## config.mk

```make
export PLATFORM = sky130hd
export DESIGN_NAME = seq_display_driver
export DESIGN_NICKNAME = d
export VERILOG_FILES = /design/src/rtl/display_pkg.sv /design/src/rtl/seg7_encoder.sv /design/src/rtl/seq_display_driver.sv
export SDC_FILE = /design/constraint.sdc
export NUM_CORES = 1
export LEC_CHECK = 0
export CAP_MARGIN = 20
export CORE_UTILIZATION = 34
export DETAILED_ROUTE_END_ITERATION = 12
export SLEW_MARGIN = 0
export SYNTH_ARGS = -nofsm -noshare
export SYNTH_HDL_FRONTEND = slang
export SYNTH_SLANG_ARGS = --single-unit
```

## constraint.sdc

```tcl
create_clock -name clk -period 2.95 [get_ports clk]
set_input_delay 0.4425 -clock clk [delete_from_list [all_inputs] [get_ports clk]]
set_output_delay 0.4425 -clock clk [all_outputs]
set_load 0.01 [all_outputs]
```

## src/rtl/display_pkg.sv

```systemverilog
// -----------------------------------------------------------------------------
// display_pkg
// Shared definitions for the sequential seven-segment display driver:
//   - state_e    : controller FSM states (IDLE, CONVERT, LOAD)
//   - SEG_*      : active-low glyphs, bit 0 = segment a ... bit 6 = segment g
//   - pow10()    : constant function used for the display range checks
// -----------------------------------------------------------------------------
package display_pkg;

  typedef enum logic [1:0] {
    IDLE    = 2'd0,
    CONVERT = 2'd1,
    LOAD    = 2'd2
  } state_e;

  localparam int GLYPH_W = 7;

  localparam logic [GLYPH_W-1:0] SEG_BLANK = 7'h7F;  // all segments off
  localparam logic [GLYPH_W-1:0] SEG_MINUS = 7'h3F;  // only g lit

  // Index n holds the glyph for decimal digit n (active-low, gfedcba).
  localparam logic [9:0][GLYPH_W-1:0] SEG_DIGITS = {
    7'h10,  // 9
    7'h00,  // 8
    7'h78,  // 7
    7'h02,  // 6
    7'h12,  // 5
    7'h19,  // 4
    7'h30,  // 3
    7'h24,  // 2
    7'h79,  // 1
    7'h40   // 0
  };

  function automatic logic [63:0] pow10(input int n);
    logic [63:0] r;
    r = 64'd1;
    for (int i = 0; i < n; i++) r = r * 64'd10;
    return r;
  endfunction

endpackage

```

## src/rtl/seg7_encoder.sv

```systemverilog
// -----------------------------------------------------------------------------
// seg7_encoder
// Maps one BCD digit plus blank/minus overrides to active-low segments.
// Minus has priority over blank; codes above 9 render as blank.
// Ports:
//   digit  in  4         BCD digit 0..9
//   blank  in  1         force all segments off
//   minus  in  1         show only segment g
//   seg    out SEGMENTS  active-low segments, bit 0 = a; bits above g stay off
// -----------------------------------------------------------------------------
module seg7_encoder
  import display_pkg::*;
#(
  parameter int SEGMENTS = 7
) (
  input  logic [3:0]          digit,
  input  logic                blank,
  input  logic                minus,
  output logic [SEGMENTS-1:0] seg
);

  logic [GLYPH_W-1:0] glyph;

  always_comb begin
    // NOTE: every variable written here gets a default first, so no path
    // leaves it unassigned and no latch is inferred.
    glyph = SEG_BLANK;
    if (minus) begin
      glyph = SEG_MINUS;
    end else if (!blank && (digit <= 4'd9)) begin
      glyph = SEG_DIGITS[digit];
    end
  end

  for (genvar i = 0; i < SEGMENTS; i++) begin : g_seg
    if (i < GLYPH_W) begin : g_glyph
      assign seg[i] = glyph[i];
    end else begin : g_pad
      assign seg[i] = 1'b1;
    end
  end

endmodule

```

## src/rtl/seq_display_driver.sv

```systemverilog
// -----------------------------------------------------------------------------
// seq_display_driver
// Accepts a binary value over a valid/ready handshake, converts it to BCD with
// a bit-serial double dabble (one bit per cycle), and drives DIGITS
// seven-segment digits with leading-zero blanking, a minus sign for negative
// values and an all-minus pattern when the value does not fit.
// Accept at edge T -> hex/overflow update and done pulses after edge
// T+BIT_SIZE+1.
//
// Optional feature macro: DISPLAY_BLINK_EN
//   defined   : overflow pattern blinks minus/blank every 2^BLINK_DIV cycles
//   undefined : overflow pattern is steady, no blink counter is built
//
// Ports:
//   clk        in   1                single clock, rising edge
//   rst_n      in   1                asynchronous active-low reset
//   in_valid   in   1                request to display number
//   in_ready   out  1                high only in IDLE
//   number     in   BIT_SIZE         value to display
//   is_signed  in   1                number is two's complement
//   hex        out  DIGITS*SEGMENTS  digit k at [k*SEGMENTS +: SEGMENTS], active-low
//   done       out  1                one-cycle pulse when hex takes a new value
//   overflow   out  1                last accepted value does not fit
// -----------------------------------------------------------------------------
module seq_display_driver
  import display_pkg::*;
#(
  parameter int SEGMENTS  = 7,
  parameter int BIT_SIZE  = 20,
  parameter int DIGITS    = 6,
  parameter int BLINK_DIV = 24
) (
  input  logic                         clk,
  input  logic                         rst_n,
  input  logic                         in_valid,
  output logic                         in_ready,
  input  logic [BIT_SIZE-1:0]          number,
  input  logic                         is_signed,
  output logic [DIGITS*SEGMENTS-1:0]   hex,
  output logic                         done,
  output logic                         overflow
);

  localparam int BCD_W = DIGITS * 4;
  localparam int HEX_W = DIGITS * SEGMENTS;
  localparam int CNT_W = (BIT_SIZE > 1) ? $clog2(BIT_SIZE) : 1;

  if ((DIGITS < 2) || (DIGITS > 8)) begin : g_bad_digits
    $error("seq_display_driver: DIGITS must be 2..8");
  end
  if (BLINK_DIV < 1) begin : g_bad_blink
    $error("seq_display_driver: BLINK_DIV must be at least 1");
  end

  state_e              state, state_next;
  logic [BIT_SIZE-1:0] mag_sh;     // magnitude, shifted out MSB first
  logic [BCD_W-1:0]    bcd;
  logic [CNT_W-1:0]    cnt;
  logic                neg_r;
  logic                ovf_r;      // range result computed at accept time
  logic [HEX_W-1:0]    hex_r;
  logic                done_r;
  logic                overflow_r;

  // ---------------------------------------------------------------------------
  // Capture-side arithmetic
  // ---------------------------------------------------------------------------
  logic                neg_in;
  logic [BIT_SIZE-1:0] mag_in;
  logic [63:0]         mag_ext;
  logic                ovf_in;

  // Negating in BIT_SIZE unsigned bits maps -2^(BIT_SIZE-1) onto
  // 2^(BIT_SIZE-1) without wrapping.
  assign neg_in  = is_signed & number[BIT_SIZE-1];
  assign mag_in  = neg_in ? ((~number) + BIT_SIZE'(1)) : number;
  assign mag_ext = 64'(mag_in);
  // A negative value needs one digit for the sign, so its range is a decade
  // smaller.
  assign ovf_in  = (mag_ext >= pow10(DIGITS)) ||
                   (neg_in && (mag_ext >= pow10(DIGITS - 1)));

  // ---------------------------------------------------------------------------
  // Double dabble step: add 3 to any digit >= 5, then shift in the next bit.
  // When the value overflows the BCD register the top bits are simply lost;
  // the display then shows the overflow pattern anyway.
  // ---------------------------------------------------------------------------
  logic [BCD_W-1:0] bcd_adj;
  logic [BCD_W-1:0] bcd_shift;

  always_comb begin
    bcd_adj = bcd;
    for (int k = 0; k < DIGITS; k++) begin
      if (bcd[k*4 +: 4] >= 4'd5) bcd_adj[k*4 +: 4] = bcd[k*4 +: 4] + 4'd3;
    end
  end

  assign bcd_shift = {bcd_adj[BCD_W-2:0], mag_sh[BIT_SIZE-1]};

  // ---------------------------------------------------------------------------
  // Glyph selection from the finished BCD value
  // ---------------------------------------------------------------------------
  int                msd;        // most significant non-zero digit, 0 for zero
  logic [DIGITS-1:0] blank_d;
  logic [DIGITS-1:0] minus_d;
  logic [HEX_W-1:0]  seg_pattern;

  always_comb begin
    msd = 0;
    for (int k = 0; k < DIGITS; k++) begin
      if (bcd[k*4 +: 4] != 4'd0) msd = k;
    end
    blank_d = '0;
    minus_d = '0;
    for (int k = 0; k < DIGITS; k++) begin
      if (ovf_r) begin
        minus_d[k] = 1'b1;
      end else if (k > msd) begin
        if (neg_r && (k == msd + 1)) minus_d[k] = 1'b1;
        else                         blank_d[k] = 1'b1;
      end
    end
  end

  for (genvar k = 0; k < DIGITS; k++) begin : g_digit
    seg7_encoder #(
      .SEGMENTS(SEGMENTS)
    ) u_enc (
      .digit(bcd[k*4 +: 4]),
      .blank(blank_d[k]),
      .minus(minus_d[k]),
      .seg  (seg_pattern[k*SEGMENTS +: SEGMENTS])
    );
  end

  // ---------------------------------------------------------------------------
  // Controller FSM
  // ---------------------------------------------------------------------------
  always_ff @(posedge clk or negedge rst_n) begin
    // NOTE: sequential state uses non-blocking assignments so every register
    // samples the values from before the edge.
    if (!rst_n) state <= IDLE;
    else        state <= state_next;
  end

  always_comb begin
    state_next = state;
    case (state)
      IDLE:    if (in_valid) state_next = CONVERT;
      CONVERT: if (cnt == CNT_W'(BIT_SIZE - 1)) state_next = LOAD;
      LOAD:    state_next = IDLE;
      default: state_next = IDLE;
    endcase
  end

  // ---------------------------------------------------------------------------
  // Datapath and output registers
  // ---------------------------------------------------------------------------
  always_ff @(posedge clk or negedge rst_n) begin
    if (!rst_n) begin
      mag_sh     <= '0;
      bcd        <= '0;
      cnt        <= '0;
      neg_r      <= 1'b0;
      ovf_r      <= 1'b0;
      hex_r      <= '1;
      done_r     <= 1'b0;
      overflow_r <= 1'b0;
    end else begin
      done_r <= 1'b0;
      case (state)
        IDLE: begin
          if (in_valid) begin
            mag_sh <= mag_in;
            neg_r  <= neg_in;
            ovf_r  <= ovf_in;
            bcd    <= '0;
            cnt    <= '0;
          end
        end
        CONVERT: begin
          bcd    <= bcd_shift;
          mag_sh <= mag_sh << 1;
          cnt    <= cnt + CNT_W'(1);
        end
        LOAD: begin
          // hex only changes here, so intermediate BCD values never reach it.
          hex_r      <= seg_pattern;
          overflow_r <= ovf_r;
          done_r     <= 1'b1;
        end
        default: ;
      endcase
    end
  end

  assign in_ready = (state == IDLE);
  assign done     = done_r;
  assign overflow = overflow_r;

`ifdef DISPLAY_BLINK_EN
  logic [BLINK_DIV:0] blink_cnt;

  always_ff @(posedge clk or negedge rst_n) begin
    if (!rst_n) blink_cnt <= '0;
    else        blink_cnt <= blink_cnt + (BLINK_DIV + 1)'(1);
  end

  // Top counter bit flips every 2^BLINK_DIV cycles; blank during its high half.
  assign hex = (overflow_r && blink_cnt[BLINK_DIV]) ? {HEX_W{1'b1}} : hex_r;
`else
  assign hex = hex_r;
`endif

endmodule

```

==> results by group, run 1 <==
Logic synthesis
  – Synthesized instance count: slightly above 600
  – Top FF cell, synth: dfrtp_1
  – Asr flop ratio synth: 1.00
  – Unique masters post-synth: 58
  – Synth top area share: 0.240
  – #FFs+latches synth: 97
  – Syn. warnings: 0
  – Synth Area per Inst: 9.25 um2
  – Post-synthesis sequential area ratio: 0.432
  – Post-synth EDFFs: 0
  – Leading area contributor after synthesis: dfrtp_1
  – Top post-synthesis cells by area: dfrtp_1 24%, dfstp_2 19%, ha_1 7.4%, o21ai_0 5.2%, a21oi_1 4.5%
  – Mapped Nets: roughly 680
  – Mapped Area: 0.00575 mm2

Global route
  – Initial antenna violation count: 0
  – Largest net degree at the start of global routing: roughly 50
  – Number of global-route vias before repair: 4582
  – Final global-route overflow total: 0
  – Tot GR Track Use: 0.163
  – Global-route wire length before repair: approximately 23000 um

Timing
  – Headroom to the max-slew limit: 0.482
  – Final setup viols: 0
  – Fin crit period: 2.79 ns
  – Final hold vios: 0
  – Layout Skew: roughly 0.0056 ns
  – Worst-Margin Slew: approximately 0.78 ns
  – Maximum clock frequency: 0.358 GHz
  – Slew Limit Fails: 0
  – Sum Neg Setup Slack: 0 ns
  – RSZ-0062 raised after global routing: no
  – Final period util: 0.946
  – Final Worst Setup Slack: around 0.16 ns

Run
  – Max cap viols: 0

Final layout
  – Non-filler cells, final: between 900 and 1000
  – Proportion of layout cells with a drive suffix above 1: 0.155
  – Fillcell total: around 1600
  – Final-stage net count: between 700 and 800
  – Ant diodes: 0
  – Area grow syn2layout: 24.1%

Clocking
  – Clk_lat worst skew: 0.34 ns
  – Htree depth: 3
  – Inserted Clock Buffers: 9
  – CTS tree: built
  – Cts hold-fix bufs: 0
  – Clk buf depth: 2
  – CTS root buffer: clkbuf_16
  – Reg clk slew, reported paths: around 0.060 ns
  – CTS Sinks: 97

Floorplanning
  – FP Rows: 47
  – Die W: 132 um
  – I/O Pins: between 60 and 70
  – Core area: about 0.017 mm2
  – Die area: approximately 0.017 mm2
  – Initial core utilization: 0.348
  – Die height: around 130 um

Routing
  – DR WL/cell: 15.1 um
  – DRC: 0
  – Vias per inst: 5.17
  – Drt total wl: around 14000 um
  – Via count: ~4800
  – DRT Pass-1 Iters: 4
  – DRT iter0 DRCs: approximately 200
  – Final ANT Viol Nets: 0

Placed design
  – DP HPWL: 10200 um
  – Final GP Congestion: a little under 0.9
  – # port buffers: between 60 and 70
  – Post-Place Cells: 900
  – Place WS: 0.00466 ns

Worst setup path
  – Critical Path Max Stage Delay: about 0.45 ns
  – CP max stage cell: dfrtp_2
  – CP cell instances: inv_1 > ha_1 > or3b_4 > a311oi_2 > nand2_1 > ha_4 > nand2b_1 > nor2_1 > mux2_4 > o21ai_2 > or2_4 > o22a_1
  – Crit Path Max Fanout: 7
  – Classification of the worst setup path: register to register
  – CP Launch Type: register
  – Required time of the critical path: between 3 and 4 ns
  – Element type at the critical path end: register
  – Crit path arrival time: approximately 3.1 ns

Hold path
  – Worst hold path class: input pin to async pin

Pwr
  – P_leak: roughly 2.9 nW
  – VDD IR max: 0.416 mV
  – Power Dens Cells: 1010 mW/mm2

Run status
  – Status: finished, final reports clean
power breakdown:
group	total (mW)	switching [mW]	internal (mW)	leakage, nW
Clock	1.17	0.490	0.677	0.143
Sequential	2.36	0.425	1.93	1.13
Combinational	3.68	1.96	1.72	1.61
registers in the layout, summed over array words and instances (netlist names):
signal	flops
mag_sh	20
done	1
overflow	1
hex	42
ovf_r	1
neg_r	1
cnt	5
bcd	24
state	2
path summary, 6_finish.rpt:
check / cells past startpoint / end / from / slack (ns)
max in group asynchronous: 2 / hex[0]$_DFFE_PN1P_ / rst_n / 2.09
min: 1 / bcd[10]$_DFFE_PN0P_ / rst_n / 0.12
max reg2reg: 12 / hex[16]$_DFFE_PN1P_ / bcd[17]$_DFFE_PN0P_ / 0.16
min reg2reg: 2 / hex[34]$_DFFE_PN1P_ / hex[34]$_DFFE_PN1P_ / 0.46
max: 12 / hex[16]$_DFFE_PN1P_ / bcd[17]$_DFFE_PN0P_ / 0.16
min in group clk: 2 / hex[34]$_DFFE_PN1P_ / hex[34]$_DFFE_PN1P_ / 0.46
layer usage:
metal	track usage	part of all wire	up-vias
met5	0	0	-
met4	0.0646	0.013	0
met3	0.0219	0.030	13
met2	0.285	0.50	93
met1	0.202	0.45	2285
li1	-	-	2359
timing repair:
item / CTS / global route
resized for setup: 0 / 7
hold endpoints to repair: 0 / 0
setup buffers: 0 / 3
setup endpoints to repair: 0 / 6
layout by cell type (no fill, tap or decap), types with 2 or more instances in the layout:
| master | n |
|---|---|
| clkdlybuf4s50_1 | 67 |
| nor2_1 | 63 |
| o21ai_0 | 60 |
| dfrtp_1 | 54 |
| a21oi_1 | 52 |
| nand2_1 | 43 |
| dfstp_2 | 42 |
| buf_4 | 33 |
| ha_1 | 32 |
| o22a_1 | 27 |
| inv_1 | 24 |
| nand3_1 | 21 |
| a22oi_1 | 19 |
| xnor2_1 | 17 |
| nand2b_1 | 12 |
| xor2_1 | 11 |
| nor2b_1 | 10 |
| o31ai_1 | 9 |
| clkbuf_16 | 9 |
| a21o_1 | 6 |
| a32o_1 | 6 |
| nor3_1 | 6 |
| o21bai_1 | 5 |
| a31oi_1 | 5 |
| o32ai_1 | 5 |
| nor4_1 | 4 |
| nor3b_1 | 4 |
| or3b_4 | 3 |
| nand4_1 | 3 |
| a211oi_1 | 3 |
| and2_1 | 2 |
| nand3b_1 | 2 |
| o41ai_1 | 2 |
| o21a_1 | 2 |
| mux2i_1 | 2 |
per-stage QoR:
step	utilization	hold slack (ns)	power (mW)	cell area, um2
2_1_floorplan	-	0.147	4.74	5750
3_3_place_gp	0.411	0.448	5.86	6790
3_5_place_dp	0.411	0.453	5.98	6790
4_1_cts	0.429	0.142	7.19	7090
5_1_grt	0.432	0.176	7.80	7130
6_report	0.432	0.123	7.20	7130
worst max-delay path: cells and delay by family (launching register included):
family          cells  cell delay, ns
fa+ha+maj           2            0.41
buf+inv             1            0.11
simple gates        5            1.08
flops               1            0.45
compound gates      3            0.52
mux                 1            0.15
Yosys cell counts, types with 3 or more instances:
master	instances
a211oi_1	3
a21o_1	6
a21oi_1	52
a22oi_1	19
a31oi_1	5
a32o_1	6
buf_1	3
clkbuf_1	34
dfrtp_1	55
dfstp_2	42
ha_1	34
inv_1	25
nand2_1	43
nand2b_1	12
nand3_1	21
nand4_1	3
nor2_1	63
nor2b_1	11
nor3_1	6
nor3b_1	4
nor4_1	4
o21ai_0	60
o21bai_1	5
o22a_1	27
o31ai_1	9
o32ai_1	5
xnor2_1	17
xor2_1	11
cell families after synthesis:
| family | count (synthesis) | synth area share |
|---|---|---|
| AO/OA/AOI/OAI | 212 | 0.246 |
| adder cells (fa/ha/maj) | 34 | 0.0740 |
| AND/OR/NAND/NOR | 182 | 0.155 |
| XOR/XNOR | 28 | 0.0427 |
| multiplexers | 4 | 0.00806 |
| buffers and inverters | 64 | 0.0427 |
| flip-flops | 97 | 0.432 |
cell type report:
type                    count  area [um2]  area share
clock buffers              11         243      0.0340
clock inverters             5        55.1     0.00772
inverters                  25        93.8      0.0132
multi-input cells         460        3050       0.427
flip-flops and latches     97        2480       0.348
well taps                 220         275      0.0386
repair buffers            101         938       0.132
(Power assumes the default switching activity.)
==> run 2: changes to the inputs <==
--- a/config.mk
+++ b/config.mk
@@ -5,7 +5,7 @@
 export SDC_FILE = /design/constraint.sdc
 export NUM_CORES = 1
 export LEC_CHECK = 0
-export CAP_MARGIN = 20
+export ABC_AREA = 0
 export CORE_UTILIZATION = 34
 export DETAILED_ROUTE_END_ITERATION = 12
 export SLEW_MARGIN = 0
==> results of run 2 <==
No change in the layout: final DEF, timing and power equal those of run 1.
==> run 3: changes to the inputs <==
--- a/config.mk
+++ b/config.mk
@@ -6,6 +6,8 @@
 export NUM_CORES = 1
 export LEC_CHECK = 0
 export ABC_AREA = 0
+export CORE_ASPECT_RATIO = 0.9
+export CORE_MARGIN = 3
 export CORE_UTILIZATION = 34
 export DETAILED_ROUTE_END_ITERATION = 12
 export SLEW_MARGIN = 0
==> results by group, run 3 (synthesis gave the netlist of run 1 again) <==
Run status
  – Status: finished, final reports clean

Final layout
  – Final-stage net count: 753 (+0.13%)
  – Area grow syn2layout: 24.1% (about the same)
  – Commonest cells after routing, fill and taps aside: 67 x clkdlybuf4s50_1, 63 x nor2_1, 60 x o21ai_0
  – Final non-filler cell area: 0.00713 mm2 (about the same)
  – Fillcell total: 1524 (-3.5%)
  – Proportion of layout cells with a drive suffix above 1: 0.154 (-0.000221)
  – Register Area: 0.00248 mm2 (about the same)
  – Largest register FFs: 42 (unchanged)
  – Ant diodes: 0 (unchanged)
  – Most common cell after layout, fill and taps aside: clkdlybuf4s50_1
  – Multi-input logic area: 0.00304 mm2 (about the same)
  – Core Util, Final: 0.436 (+0.00444)
  – Non-filler cells, final: 907 (-1.3%)

Timing
  – RSZ-0062 raised after global routing: no
  – Worst hold slack: 0.0295 ns (-0.0935 ns)
  – Final Worst Setup Slack: 0.178 ns (+0.0185 ns)
  – Headroom to the max-slew limit: 0.506 (+0.0236)
  – Sum Neg Setup Slack: 0 ns (unchanged)
  – Maximum clock frequency: 0.361 GHz (+0.67%)
  – Final period util: 0.940 (-0.00629)
  – Slew Limit Fails: 0 (unchanged)
  – Final setup viols: 0 (unchanged)
  – Layout Skew: 0.00975 ns (+0.00412 ns)
  – Final hold vios: 0 (unchanged)
  – Fin crit period: 2.77 ns (-0.0185 ns)
  – Worst-Margin Slew: 0.741 ns (-0.0353 ns)

Routing
  – Top Metal Used: met4
  – DRC: 0 (unchanged)
  – Drt total wl: 14100 um (+2.0%)
  – Met1 wire length: 6590 um (+4.7%)
  – Vias per inst: 5.30 (+2.5%)
  – DRT iter0 DRCs: 224 (+14%)
  – Final ANT Viol Nets: 0 (unchanged)
  – WL met3: 515 um (+25%)
  – DRT Pass-1 Iters: 4 (unchanged)
  – Via count: 4804 (+1.1%)
  – DR WL/cell: 15.6 um (+3.3%)
  – Metal2 WL: 6870 um (-1.5%)

Worst setup path
  – Crit path max-delay family: simple AND/OR/NAND/NOR gates
  – CP max stage cell: dfrtp_1
  – Classification of the worst setup path: register to register
  – CP Launch Type: register
  – Crit. Startpoint: bcd[5]$_DFFE_PN0P_
  – Crit Path Max Fanout: 6 (-1)
  – Crit path arrival time: 3.06 ns (about the same)
  – Critical Path Max Stage Delay: 0.39 ns (-0.06 ns)
  – CP cell instances: inv_2 > ha_1 > or3b_4 > a2111oi_4 > o21bai_2 > nand2_2 > ha_4 > nand2b_1 > nor2_1 > mux2_4 > o21ai_2 > or2_4 > o22a_1
  – WP buf/inv: 1 (unchanged)
  – R2R Path Start: bcd[5]$_DFFE_PN0P_
  – Element type at the critical path end: register
  – Required time of the critical path: 3.23 ns (about the same)

Clocking
  – CTS root buffer: clkbuf_16
  – Clk_lat worst skew: 0.36 ns (+0.02 ns)
  – Clk buf depth: 2 (unchanged)
  – Htree depth: 3 (unchanged)
  – Reg clk slew, reported paths: 0.07 ns (about the same)
  – CTS Sinks: 97 (unchanged)
  – Inserted Clock Buffers: 9 (unchanged)
  – CTS tree: built

Global route
  – Number of global-route vias before repair: 4884 (+6.6%)
  – Tot GR Track Use: 0.158 (-0.00495)
  – Final global-route overflow total: 0 (unchanged)
  – Global-route wire length before repair: 23600 um (+4.1%)
  – Largest net degree at the start of global routing: 68 (+33%)
  – Initial antenna violation count: 0 (unchanged)

Floorplanning
  – Die height: 129 um (-2.0%)
  – Initial core utilization: 0.351 (+0.00370)
  – Core area: 0.0164 mm2 (-1.1%)
  – I/O Pins: 69 (unchanged)
  – Die W: 143 um (+8.4%)
  – FP Rows: 44 (-6.4%)
  – Die area: 0.0185 mm2 (+6.2%)

Pwr
  – Power Dens Cells: 1020 mW/mm2 (+0.67%)
  – Total power: 7.25 mW (+0.63%)
  – VDD IR max: 0.367 mV (-12%)
  – P_leak: 2.90 nW (+0.38%)

Placed design
  – Post-Place Cells: 889 (-1.2%)
  – Place WS: 0.0191 ns (+0.0144 ns)
  – Final GP Congestion: 0.881 (-0.46%)
  – # port buffers: 68 (unchanged)
  – Post-DP Area: 0.00679 mm2 (about the same)
  – DP HPWL: 10200 um (about the same)

Hold path
  – Worst hold path class: input pin to async pin

Run
  – Max cap viols: 0 (unchanged)
[run 3: worst paths after layout]
check                      slack, ns  cells past startpoint                   to
max in group asynchronous       2.16                      2   hex[5]$_DFFE_PN1P_
max                             0.18                     13  hex[14]$_DFFE_PN1P_
min reg2reg                     0.45                      2  hex[34]$_DFFE_PN1P_
min in group clk                0.45                      2  hex[34]$_DFFE_PN1P_
min                             0.03                      1  bcd[18]$_DFFE_PN0P_
max reg2reg                     0.18                     13  hex[14]$_DFFE_PN1P_
[run 3: final cells by class]
cell class / instances / area share
well taps: 207 / 0.0363
repair buffers: 102 / 0.133
inverters: 25 / 0.0132
clock inverters: 4 / 0.00720
flip-flops and latches: 97 / 0.348
multi-input cells: 460 / 0.427
clock buffers: 12 / 0.0360
[run 3: power by group]
| group | total, mW | switching, mW | internal (mW) |
|---|---|---|---|
| combinational | 3.68 | 1.97 | 1.72 |
| clock | 1.23 | 0.525 | 0.706 |
| sequential | 2.33 | 0.402 | 1.93 |
| total | 7.25 | 2.90 | 4.35 |
[run 3: what timing repair did]
item	CTS	global route
setup endpoints to repair	0	7
buffers inserted	0	2
gates resized for setup	0	5
hold buffers	0	0
[run 3: per-layer routing]
layer	up-vias	GRT usage
met3	10	0.0399
li1	2367	-
met4	0	0.0386
met2	95	0.274
met1	2332	0.198
met5	-	0
